===== src/rtl/pipe_pkg.sv =====
// Shared definitions for the EX/MEM pipeline boundary: strobe bit positions,
// occupancy encoding of the stage buffer and the default-sized payload record.
package pipe_pkg;

  localparam int DEF_DATA_W     = 32;
  localparam int DEF_REG_ADDR_W = 5;
  localparam int DEF_WB_W       = 2;

  localparam int MEM_WR_BIT = 0;
  localparam int MEM_RD_BIT = 1;

  // Occupancy of the stage buffer; ST_TWO is only reachable with a skid entry.
  typedef enum logic [1:0] {
    ST_EMPTY = 2'd0,
    ST_ONE   = 2'd1,
    ST_TWO   = 2'd2
  } occ_state_t;

  typedef struct packed {
    logic [DEF_WB_W-1:0]       wb;
    logic [1:0]                m;
    logic [DEF_DATA_W-1:0]     alu_result;
    logic [DEF_DATA_W-1:0]     store_data;
    logic [DEF_REG_ADDR_W-1:0] rd;
  } ex_mem_payload_t;

endpackage


===== src/rtl/pipe_skid_buf.sv =====
// Generic valid/ready stage buffer with an optional skid entry and a synchronous
// flush that drops every held and incoming word.
module pipe_skid_buf
  import pipe_pkg::*;
#(
  parameter int         W          = 8,
  parameter bit         SKID       = 1'b1,
  parameter logic [W-1:0] FLUSH_MASK = '0
) (
  input  logic         clk,
  input  logic         rst,
  input  logic         flush,
  input  logic         in_valid,
  output logic         in_ready,
  input  logic [W-1:0] in_data,
  input  logic         out_ready,
  output logic [W-1:0] out_data,
  output occ_state_t   state
);

  // Handshake: a word moves on a rising edge when valid and ready are both high
  // in the preceding cycle; valid never depends on ready, and flush overrides both.
  occ_state_t   state_q, state_d;
  logic [W-1:0] main_q, skid_q;
  logic         valid_int, accept, emit;

  always_ff @(posedge clk or posedge rst) begin
    if (rst) state_q <= ST_EMPTY;
    else     state_q <= state_d;
  end

  always_comb begin
    state_d = state_q;
    if (flush) begin
      state_d = ST_EMPTY;
    end else begin
      case (state_q)
        ST_EMPTY: if (accept) state_d = ST_ONE;
        ST_ONE: begin
          if (accept && !emit)      state_d = ST_TWO;
          else if (!accept && emit) state_d = ST_EMPTY;
        end
        ST_TWO:   if (emit) state_d = ST_ONE;
        default:  state_d = ST_EMPTY;
      endcase
    end
  end

  // With a skid entry in_ready is a pure decode of the state register, so it
  // never combinationally follows out_ready.
  always_comb begin
    valid_int = (state_q != ST_EMPTY);
    if (SKID) in_ready = (state_q != ST_TWO);
    else      in_ready = (state_q == ST_EMPTY) || out_ready;
    accept   = in_valid && in_ready;
    emit     = valid_int && out_ready;
    out_data = main_q;
    state    = state_q;
  end

  always_ff @(posedge clk or posedge rst) begin
    if (rst) begin
      main_q <= '0;
      skid_q <= '0;
    end else if (flush) begin
      main_q <= main_q & ~FLUSH_MASK;
      skid_q <= skid_q & ~FLUSH_MASK;
    end else begin
      case (state_q)
        ST_EMPTY: if (accept) main_q <= in_data;
        ST_ONE: begin
          if (accept && emit) main_q <= in_data;
          else if (accept)    skid_q <= in_data;
        end
        ST_TWO:   if (emit) main_q <= skid_q;
        default: ;
      endcase
    end
  end

endmodule


===== src/rtl/ex_mem_stage_reg.sv =====
// EX/MEM pipeline boundary register: buffers the ALU-stage result with
// back-pressure and flush, then decodes the memory strobes with bubble gating.
module ex_mem_stage_reg
  import pipe_pkg::*;
#(
  parameter int DATA_W     = 32,
  parameter int REG_ADDR_W = 5,
  parameter int WB_W       = 2,
  parameter bit SKID       = 1'b1
) (
  input  logic                  clk,
  input  logic                  rst,
  input  logic                  flush,
  input  logic                  in_valid,
  output logic                  in_ready,
  input  logic [WB_W-1:0]       ctrl_wb_in,
  input  logic [1:0]            ctrl_m_in,
  input  logic [DATA_W-1:0]     alu_result_in,
  input  logic [DATA_W-1:0]     store_data_in,
  input  logic [REG_ADDR_W-1:0] rd_in,
  output logic                  out_valid,
  input  logic                  out_ready,
  output logic [WB_W-1:0]       ctrl_wb_out,
  output logic                  mem_write_out,
  output logic                  mem_read_out,
  output logic [DATA_W-1:0]     alu_result_out,
  output logic [DATA_W-1:0]     store_data_out,
  output logic [REG_ADDR_W-1:0] rd_out
);

  // Field order matches ex_mem_payload_t: {wb, m, alu_result, store_data, rd}.
  localparam int PW     = WB_W + 2 + 2 * DATA_W + REG_ADDR_W;
  localparam int CTRL_W = WB_W + 2;
  localparam logic [PW-1:0] CTRL_MASK = {{CTRL_W{1'b1}}, {(PW - CTRL_W){1'b0}}};

  logic [PW-1:0] in_pl, out_pl;
  logic [WB_W-1:0] wb_q;
  logic [1:0]      m_q;
  occ_state_t      buf_state;

  assign in_pl = {ctrl_wb_in, ctrl_m_in, alu_result_in, store_data_in, rd_in};

  // Flush clears only the control fields; address and data keep their last value.
  pipe_skid_buf #(
    .W          (PW),
    .SKID       (SKID),
    .FLUSH_MASK (CTRL_MASK)
  ) u_buf (
    .clk       (clk),
    .rst       (rst),
    .flush     (flush),
    .in_valid  (in_valid),
    .in_ready  (in_ready),
    .in_data   (in_pl),
    .out_ready (out_ready),
    .out_data  (out_pl),
    .state     (buf_state)
  );

  always_comb begin
    out_valid      = (buf_state != ST_EMPTY);
    wb_q           = out_pl[PW-1 -: WB_W];
    m_q            = out_pl[PW-WB_W-1 -: 2];
    alu_result_out = out_pl[2*DATA_W+REG_ADDR_W-1 -: DATA_W];
    store_data_out = out_pl[DATA_W+REG_ADDR_W-1 -: DATA_W];
    rd_out         = out_pl[REG_ADDR_W-1:0];
    // A bubble must never write memory or the register file.
    ctrl_wb_out    = out_valid ? wb_q : '0;
    mem_write_out  = out_valid && m_q[MEM_WR_BIT];
    mem_read_out   = out_valid && m_q[MEM_RD_BIT];
  end

endmodule


===== config.mk =====
export PLATFORM = sky130hd
export DESIGN_NAME = ex_mem_stage_reg
export DESIGN_NICKNAME = d
export VERILOG_FILES = /design/src/rtl/pipe_pkg.sv /design/src/rtl/pipe_skid_buf.sv /design/src/rtl/ex_mem_stage_reg.sv
export SDC_FILE = /design/constraint.sdc
export NUM_CORES = 1
export LEC_CHECK = 0
export CORE_UTILIZATION = 31
export DETAILED_ROUTE_END_ITERATION = 10
export GPL_TIMING_DRIVEN = 1
export SKIP_LAST_GASP = 1
export SYNTH_ARGS = -nofsm -noshare
export SYNTH_HDL_FRONTEND = slang
export SYNTH_SLANG_ARGS = --single-unit

===== constraint.sdc =====
create_clock -name clk -period 5.9 [get_ports clk]
set_clock_uncertainty 0.15 [all_clocks]
set_input_delay 1.18 -clock clk [delete_from_list [all_inputs] [get_ports clk]]
set_output_delay 1.18 -clock clk [all_outputs]
set_load 0.01 [all_outputs]

=== Word level (Yosys, flattened, before mapping) ===
Cells that the tools add are included.

* Register bits after elaboration: 148
* Latch bits: 0
* Bits in writable memories: 0
* Memory bits (read-only): 0
* Bits of input ports: 78
* Output and inout bits: 75
* Word-level logic and storage cells: 54
* Memories kept: 0

* Add/subtract/negate cells: 0
* $mul: 0
* Div/mod/pow operators: 0
* Order comparisons: 0
* Equal/unequal tests: 11
* Shift operators: 0
* Mux-type cells: 16
* Bitwise operators: 2
* Reductions and logical operators: 20

{| class="wikitable"
|+ Operators with widths
! cell !! number
|-
| $mux 73 || 8
|-
| $pmux 73 s3 || 1
|-
| $mux 2 || 6
|-
| $ne 3x2->1 const B || 3
|-
| $reduce_and 4->1 || 2
|-
| $logic_and 1x1->1 || 7
|-
| $ne 2x1->1 const B || 3
|-
| $pmux 2 s3 || 1
|-
| $reduce_and 3->1 || 2
|-
| $reduce_bool 2->1 || 3
|-
| $reduce_and 5->1 || 1
|-
| $ne 2x2->1 const B || 2
|-
| $ne 4x2->1 const B || 1
|-
| $reduce_bool 4->1 || 1
|-
| $reduce_bool 3->1 || 1
|-
| $eq 2x1->1 const B || 1
|-
| $eq 2x2->1 const B || 1
|-
| $logic_not 1->1 || 2
|-
| $logic_not 2->1 || 1
|-
| $not 1->1 || 2
|}

=== Longest topological paths before layout ===
Gate-level depths: netlist of the first run.

* Depth in word-level cells: 8
* Mapped depth: 10
* Depth with buffers taken out: 6

=== Modules after synthesis ===
Synthesis of the first run repeated with hierarchy kept, for this count alone.

* Cells, all modules: 413
* Area total of the unflattened synthesis: 6520.0 um^2

{| class="wikitable"
|+ By module, submodules not included
! module !! times used !! cells an instance !! area an instance (um^2) !! sequential area each (um^2)
|-
| pipe_skid_buf || 1 || 408 || 6483.7 || 3703.6
|-
| ex_mem_stage_reg || 1 || 5 || 36.3 || 0.0
|}

=== Worst setup path after synthesis of the first run ===
OpenSTA, ideal clock, no wires.

* Kind: in2reg
* Start: input out_ready
* End: register u_buf.main_q[15], in the netlist u_buf.out_data[15]
* Library setup time: 0.125 ns
* Data arrival time: 2.365 ns
* Data required time: 5.625 ns
* Slack: 3.260 ns
* Stages on the path: 7
* Path buffers: 3
* Cell sequence: nand3b_1 -> o21a_1 -> a211o_1 -> clkbuf_1 -> buf_6 -> buf_6 -> mux2_4

* Cells in the longest elaborated chain, start to end: 4
* Elaborated cells between the ends (all ways): 5
* Classes of those cells: eq/ne: 2; reduce/logical: 3

{| class="wikitable"
|+ RTL lines
! element !! RTL line !! RTL
|-
| start, declared || ex_mem_stage_reg.sv:22 || <nowiki>input logic out_ready,</nowiki>
|-
| $logic_and 1x1->1 * || pipe_skid_buf.sv:56 || <nowiki>emit = valid_int && out_ready;</nowiki>
|-
| $logic_and 1x1->1 || pipe_skid_buf.sv:72 || <nowiki>if (accept && emit) main_q <= in_data;</nowiki>
|-
| $ne 2x1->1 (no line) || - ||
|-
| $reduce_and 5->1 (no line) * || - ||
|-
| end signal, assigned || pipe_skid_buf.sv:70 || <nowiki>ST_EMPTY: if (accept) main_q <= in_data;</nowiki>
|-
| end signal, assigned || pipe_skid_buf.sv:72 ||
|-
| end signal, assigned || pipe_skid_buf.sv:75 || <nowiki>ST_TWO: if (emit) main_q <= skid_q;</nowiki>
|-
| end, declared || pipe_skid_buf.sv:24 || <nowiki>logic [W-1:0] main_q, skid_q;</nowiki>
|}

Every way passes the cells marked *; elsewhere a longest branch is shown, timed or not.
A chain may end at the register's enable or synchronous reset.

=== Final worst setup path of the first run ===
* Start: input flush
* End: register u_buf.skid_q[25]

* Cells in the longest elaborated chain, start to end: 2

{| class="wikitable"
|+ RTL lines
! element !! RTL line !! RTL
|-
| start, declared || ex_mem_stage_reg.sv:13 || <nowiki>input logic flush,</nowiki>
|-
| $not 1->1 (no line) || - ||
|-
| $reduce_and 4->1 (no line) || - ||
|-
| end signal, assigned || pipe_skid_buf.sv:67 || <nowiki>skid_q <= skid_q & ~FLUSH_MASK;</nowiki>
|-
| end signal, assigned || pipe_skid_buf.sv:73 || <nowiki>else if (accept) skid_q <= in_data;</nowiki>
|-
| end, declared || pipe_skid_buf.sv:24 ||
|}

No other way between the ends.

==> qor.yml, run 1 <==
outcome:
  outcome: "finished clean"
finish:
  fin_nets: 670
  drive_gt1_frac: 0.416
  n_antenna_cell: 0
  n_fill_cell: 2106
  utilization: 0.398
  area_growth_pct: 25.6
cts:
  cts_resized: 0
  cts_buffer_depth: 2
  cts_buffers: 17
  holdBufCountCts: 0
  clk_pin_slew_ns: 0.06
  clock-sinks: 148
  clk_latency_ns: 0.41
  cts_max_level: 4
  cts_post_setup_buffers_inserted: 0
  cts_tree: "yes"
  root_buffer: "clkbuf_16"
drt:
  drt_iter0_markers: 85
  drc: 0
  top_layer: "met4"
  dr_wl_met2_um: 7230
  wl_per_cell_um: 15.8
  wl_met1_um: 6010
  viasPerCell: 4.61
  vias: 4076
  wl_um: 13900
  ant_nets: 0
  routed-wl-met3_um: 508
  drtPass1Iterations: 4
global_routing:
  overflow: 0
  antenna_found_initial: 0
  grt_usage: 0.125
  grt_pass1_vias: 4494
  grt_max_degree: 93
  grt_pass1_wl_um: 23500
power:
  p_per_area_mw_per_mm2: 507
  p_leak_nw: 3.68
  p_total_mw: 4.56
  ir_drop_uv: 175
sta:
  post-route-min-period_ns: 3.46
  drv_slew: 0
  clock.fmax_ghz: 0.289
  finalCritPeriodShare: 0.587
  setup_viol: 0
  rsz0062_at_grt: "no"
  fin_tns_setup_ns: 0
  tightest_slew_ns: 1.09
  finalHoldViolCount: 0
  slew_headroom: 0.272
die:
  dieArea_mm2: 0.0237
  placeableCoreArea_mm2: 0.0226
  pin_count: 153
  start_util: 0.317
  rows: 55
  die_w_um: 154
  die_h_um: 154
setup_path:
  critPathTopFamily: "simple AND/OR/NAND/NOR gates"
  timing.rr.start: "u_buf.state[0]$_DFFE_PP0P_"
  end_kind: "register"
  reg2reg_depth: 5
  r2r_end: "u_buf.skid_q[25]$_DFFE_PP0P_"
  required_ns: 6.05
  r2r_slack_ns: 2.57
  startpoint_type: "primary input"
  critPathKind: "primary input to register"
  critPathSlowestCell: "and2_4"
  cp_cell_sequence: "clkdlybuf4s50_1, nor2b_1, o21a_1, and2_4, mux2_2"
  crit_buf_inv: 1
  critPathArrivalTime_ns: 3.61
  cp_max_fo: 69
  max_stage_delay_ns: 0.79
place:
  portBuffers: 152
  place.gp.congestion: 0.776
  post-dp-hpwl_um: 8960
job:
  max_cap_viol_count: 0
synth:
  synthTopCellsByArea: "dfrtp_1 52%, mux2_2 31%, buf_4 7.3%"
  synthCells: 508
  yosys.area.top_type: "dfrtp_1"
  synth-seq-cells: 148
  syn_nets: 592
  yosysSeqAreaShare: 0.517
  yosysTopAreaCellShare: 0.517
  netlist_area_mm2: 0.00717
  synth_area_per_cell_um2: 14.1
  yosysWarnings: 0
  synth_cell_type_count: 31
worst_hold_path:
  min_to: "u_buf.skid_q[56]$_DFFE_PP0P_"
  min-delay-start: "u_buf.skid_q[56]$_DFFE_PP0P_"
  hold_path.class: "register to register"
  whs_path_depth: 1
## state kept, by name, summed over array words and instances, names as in the netlist
register and flops:
u_buf.out_data 73, u_buf.skid_q 73, u_buf.state 2
## logic make-up (layout without fill, tap and decap cells)
| logic type | after synthesis | after routing | synth area share |
|---|---|---|---|
| AND/OR/NAND/NOR | 24 | 24 | 0.0190 |
| buffers and inverters | 100 | 191 | 0.0953 |
| AO/OA/AOI/OAI | 14 | 14 | 0.0150 |
| flip-flops | 148 | 148 | 0.517 |
| multiplexers | 215 | 215 | 0.342 |
| XOR/XNOR | 1 | 1 | 0.00122 |
| adder cells (fa/ha/maj) | 6 | 6 | 0.0105 |
## through the flow
step | hold slack, ns | cell area [um2] | setup WS [ns] | instances
6_report | 0.333 | 9000 | 2.44 | 884
4_1_cts | 0.333 | 9000 | 2.47 | 884
2_1_floorplan | 0.302 | 7170 | 0.590 | 508
3_5_place_dp | 0.318 | 8430 | 2.03 | 852
3_3_place_gp | 0.312 | 8430 | 2.16 | 852
5_1_grt | 0.349 | 9000 | 2.31 | 884
## cells in the final DEF (no fill, tap or decap), drive strengths merged
cell | netlist | final
mux2 | 211 | 211
clkdlybuf4s50 | 0 | 152
dfrtp | 148 | 148
clkbuf | 7 | 18
inv | 5 | 12
nor2b | 8 | 8
nor2 | 6 | 6
ha | 6 | 6
mux2i | 4 | 4
a22o | 4 | 4
clkinvlp | 0 | 3
clkinv | 0 | 3
nand2b | 2 | 2
o21a | 2 | 2
nor3 | 2 | 2
a21oi | 2 | 2
nand2 | 2 | 2
buf | 88 | 2
o21ai | 2 | 2
and2 | 2 | 2
nand3b | 1 | 1
a211o | 1 | 1
o32ai | 1 | 1
xnor2 | 1 | 1
a2111o | 1 | 1
o311ai | 1 | 1
nand4 | 1 | 1
bufinv | 0 | 1
## layer usage
metal,track usage,up-vias
met5,0,-
met4,0.0495,0
met3,0.0310,16
met2,0.216,98
met1,0.150,2099
li1,-,1863
## how the worst max path moves through the flow
stage,startpoint,endpoint,slack (ns),cells past startpoint
after CTS,u_buf.state[0]$_DFFE_PP0P_,in_ready,2.47,4
after global routing,u_buf.state[0]$_DFFE_PP0P_,u_buf.skid_q[6]$_DFFE_PP0P_,2.31,5
after detailed placement,flush,u_buf.skid_q[31]$_DFFE_PP0P_,2.03,5
after global placement,flush,u_buf.skid_q[28]$_DFFE_PP0P_,2.16,5
final,flush,u_buf.skid_q[25]$_DFFE_PP0P_,2.44,5
after floorplan,rst,u_buf.out_data[0]$_DFFE_PP0P_,0.59,1
## final cells by class
type	instances	area (um2)	area share
multi-input cells	260	2810	0.312
well taps	285	357	0.0396
inverters	5	23.8	0.00264
flip-flops and latches	148	3700	0.411
clock inverters	14	139	0.0154
clock buffers	18	439	0.0488
repair buffers	154	1540	0.171
## Yosys cell counts
cell,instances
buf_2,12
clkbuf_1,7
o311ai_0,1
nor2b_1,7
a211o_1,1
nor2b_4,1
inv_1,5
mux2_1,1
a2111o_1,1
mux2_2,200
o32ai_1,1
dfrtp_1,148
nand2_1,2
a22o_1,4
and2_1,2
mux2_4,10
a21oi_1,2
buf_6,4
buf_1,2
nor3_1,2
o21ai_0,1
nand4_1,1
nor2_1,6
xnor2_1,1
nand2b_1,2
mux2i_1,4
ha_1,6
o21a_1,2
nand3b_1,1
o21ai_1,1
buf_4,70
## where the power goes
group | switching, mW | leakage, nW | total, mW | internal (mW)
combinational | 0.627 | 1.62 | 1.73 | 1.10
sequential | 0.253 | 1.78 | 1.77 | 1.52
clock | 0.458 | 0.277 | 1.06 | 0.603
(Power assumes the default switching activity.)
==> inputs of run 2 (changes only) <==
Clock period 5.9 ns to 3.6 ns, I/O delays scaled along.
==> run 2 against run 1 <==
Effect of this change: final area up 1.4%; cell count grew 0.68%; register-to-register slack worse by 1.8 ns; critical path depth decreased by 1; first-iteration DRC count increased by 28%; combinational power rose by 65%; worst hold slack better by 0.0039 ns; routed wire length grew 5.8%; highest routed layer unchanged.
==> qor.yml, run 2 (synthesis gave the netlist of run 1 again) <==
outcome:
  outcome: "finished clean"  # unchanged
cts:
  cts_max_level: 4  # unchanged
  clk_latency_ns: 0.42  # was 0.41 ns
  holdBufCountCts: 0  # unchanged
  root_buffer: "clkbuf_16"  # unchanged
  cts_buffer_depth: 2  # unchanged
  cts_tree: "yes"  # unchanged
  cts_buffers: 17  # unchanged
  cts_post_setup_buffers_inserted: 0  # unchanged
  clk_pin_slew_ns: 0.06  # about the same
  cts_resized: 0  # unchanged
  clock-sinks: 148  # unchanged
power:
  pwr-share-clk: 0.240  # was 0.233
  comb_power_share: 0.376  # was 0.378
  p_int_mw: 5.37  # was 3.22 mW
  ir_drop_uv: 339  # was 175 uV
  p_total_mw: 7.62  # was 4.56 mW
  p_per_area_mw_per_mm2: 835  # was 507 mW/mm2
  switching_share: 0.295  # was 0.293
  p_seq_frac: 0.385  # was 0.389
  p_leak_nw: 3.74  # was 3.68 nW
  p_sw_mw: 2.25  # was 1.34 mW
setup_path:
  cp_cell_sequence: "inv_1, ha_1, inv_1, clkdlybuf4s50_1"  # was clkdlybuf4s50_1, nor2b_1, o21a_1, and2_4, mux2_2
  critPathSlowestCell: "ha_1"  # was and2_4
  cpMostUsedCell: "inv_1"
  critPathKind: "register to primary output"  # was primary input to register
  cp_max_fo: 8  # was 69
  max_stage_delay_ns: 0.49  # was 0.79 ns
  startpoint_type: "register"  # was primary input
  r2r_slack_ns: 0.74  # was 2.57 ns
  required_ns: 2.73  # was 6.05 ns
  end_kind: "primary output"  # was register
  critPathArrivalTime_ns: 2.09  # was 3.61 ns
finish:
  design_area_mm2: 0.00913  # was 0.00900 mm2
  final_cell_mix: "200 x mux2_2, 152 x clkdlybuf4s50_1, 148 x dfrtp_1"  # unchanged
  area_growth_pct: 27.3  # was 25.6%
  n_fill_cell: 2090  # was 2,106
  mostFrequentLayoutCell: "mux2_2"  # unchanged
  fin_nets: 676  # was 670
  n_antenna_cell: 0  # unchanged
  fin_cells: 890  # was 884
  drive_gt1_frac: 0.421  # was 0.416
  utilization: 0.403  # was 0.398
sta:
  fin_tns_setup_ns: 0  # unchanged
  slew_headroom: 0.518  # was 0.272
  post-route-min-period_ns: 2.96
  timing.hold.ws_ns: 0.337  # was 0.333 ns
  setup_viol: 0  # unchanged
  clock.fmax_ghz: 0.338
  finalHoldViolCount: 0  # unchanged
  worst_slack_ns: 0.640  # was 2.44 ns
  drv_slew: 0  # unchanged
  finalCritPeriodShare: 0.822
  rsz0062_at_grt: "no"  # unchanged
  tightest_slew_ns: 0.723  # was 1.09 ns
drt:
  drc: 0  # unchanged
  viasPerCell: 4.59  # was 4.61
  wl_per_cell_um: 16.6  # was 15.8 um
  drtPass1Iterations: 4  # unchanged
  routed-wl-met3_um: 694  # was 508 um
  top_layer: "met4"  # unchanged
  wl_um: 14800  # was 13,900 um
  ant_nets: 0  # unchanged
  dr_wl_met2_um: 7730  # was 7230 um
  drt_iter0_markers: 109  # was 85
  wl_met1_um: 6100  # was 6010 um
  vias: 4086  # was 4,076
die:
  die_h_um: 154  # unchanged
  pin_count: 153  # unchanged
  rows: 55  # unchanged
  dieArea_mm2: 0.0237  # unchanged
  placeableCoreArea_mm2: 0.0226  # unchanged
  start_util: 0.317  # unchanged
  die_w_um: 154  # unchanged
place:
  post-dp-hpwl_um: 10000  # was 8960 um
  place.gp.congestion: 0.805  # was 0.776
  dp_cells: 858  # was 852
  dp_slack_ns: 0.427  # was 2.03 ns
  place_area_mm2: 0.00852  # was 0.00843 mm2
  portBuffers: 152  # unchanged
job:
  max_cap_viol_count: 0  # unchanged
global_routing:
  grt_pass1_wl_um: 24200  # was 23,500 um
  grt_max_degree: 118  # was 93
  grt_pass1_vias: 4591  # was 4,494
  grt_usage: 0.132  # was 0.125
  antenna_found_initial: 0  # unchanged
  overflow: 0  # unchanged
worst_hold_path:
  hold_path.class: "register to register"  # unchanged
-- run 2: cell types whose count changed in the layout (fill, tap and decap cells not counted), sizes merged --
cell	delta
buf	+6
bufinv	+1
clkbuf	-1
clkinvlp	-1
inv	+1
-- run 2: power by group through the flow --
stage / logic [mW] / registers (mW) / clock network, mW
6_report: 2.86 / 2.93 / 1.83
5_1_grt: 3.06 / 3.04 / 1.98
4_1_cts: 2.92 / 2.94 / 1.89
3_5_place_dp: 2.91 / 2.96 / 0
3_3_place_gp: 2.82 / 2.92 / 0
2_1_floorplan: 2.27 / 2.79 / 0
-- run 2: final timing paths --
kind,startpoint,to,cells past startpoint
worst min register to register,u_buf.skid_q[56]$_DFFE_PP0P_,u_buf.skid_q[56]$_DFFE_PP0P_,1
worst min-delay path,u_buf.skid_q[56]$_DFFE_PP0P_,u_buf.skid_q[56]$_DFFE_PP0P_,1
worst max-delay path,u_buf.state[0]$_DFFE_PP0P_,in_ready,4
max in group asynchronous,rst,u_buf.out_data[63]$_DFFE_PP0P_,3
worst max register to register,u_buf.state[0]$_DFFE_PP0P_,u_buf.out_data[53]$_DFFE_PP0P_,7
min in group asynchronous,rst,u_buf.out_data[2]$_DFFE_PP0P_,2
-- run 2: worst max-delay path: cells and delay by family (launching register included) --
kind       cells  cell delay [ns]
flops          1             0.42
buf+inv        3             0.77
fa+ha+maj      1             0.49
-- run 2: final cells by class --
cell class / count / area (um2) / area share
clock buffer: 17 / 425 / 0.0466
clock inverter: 15 / 183 / 0.0200
inverter: 5 / 22.5 / 0.00247
multi-input combinational: 260 / 2810 / 0.307
sequential: 148 / 3700 / 0.406
tap: 285 / 357 / 0.0391
timing repair buffer: 160 / 1630 / 0.179
-- run 2: metal layers --
metal,global-route usage,up-vias
met1,0.150,2097
met3,0.0392,17
met4,0.0471,0
met5,0,-
li1,-,1874
met2,0.232,98
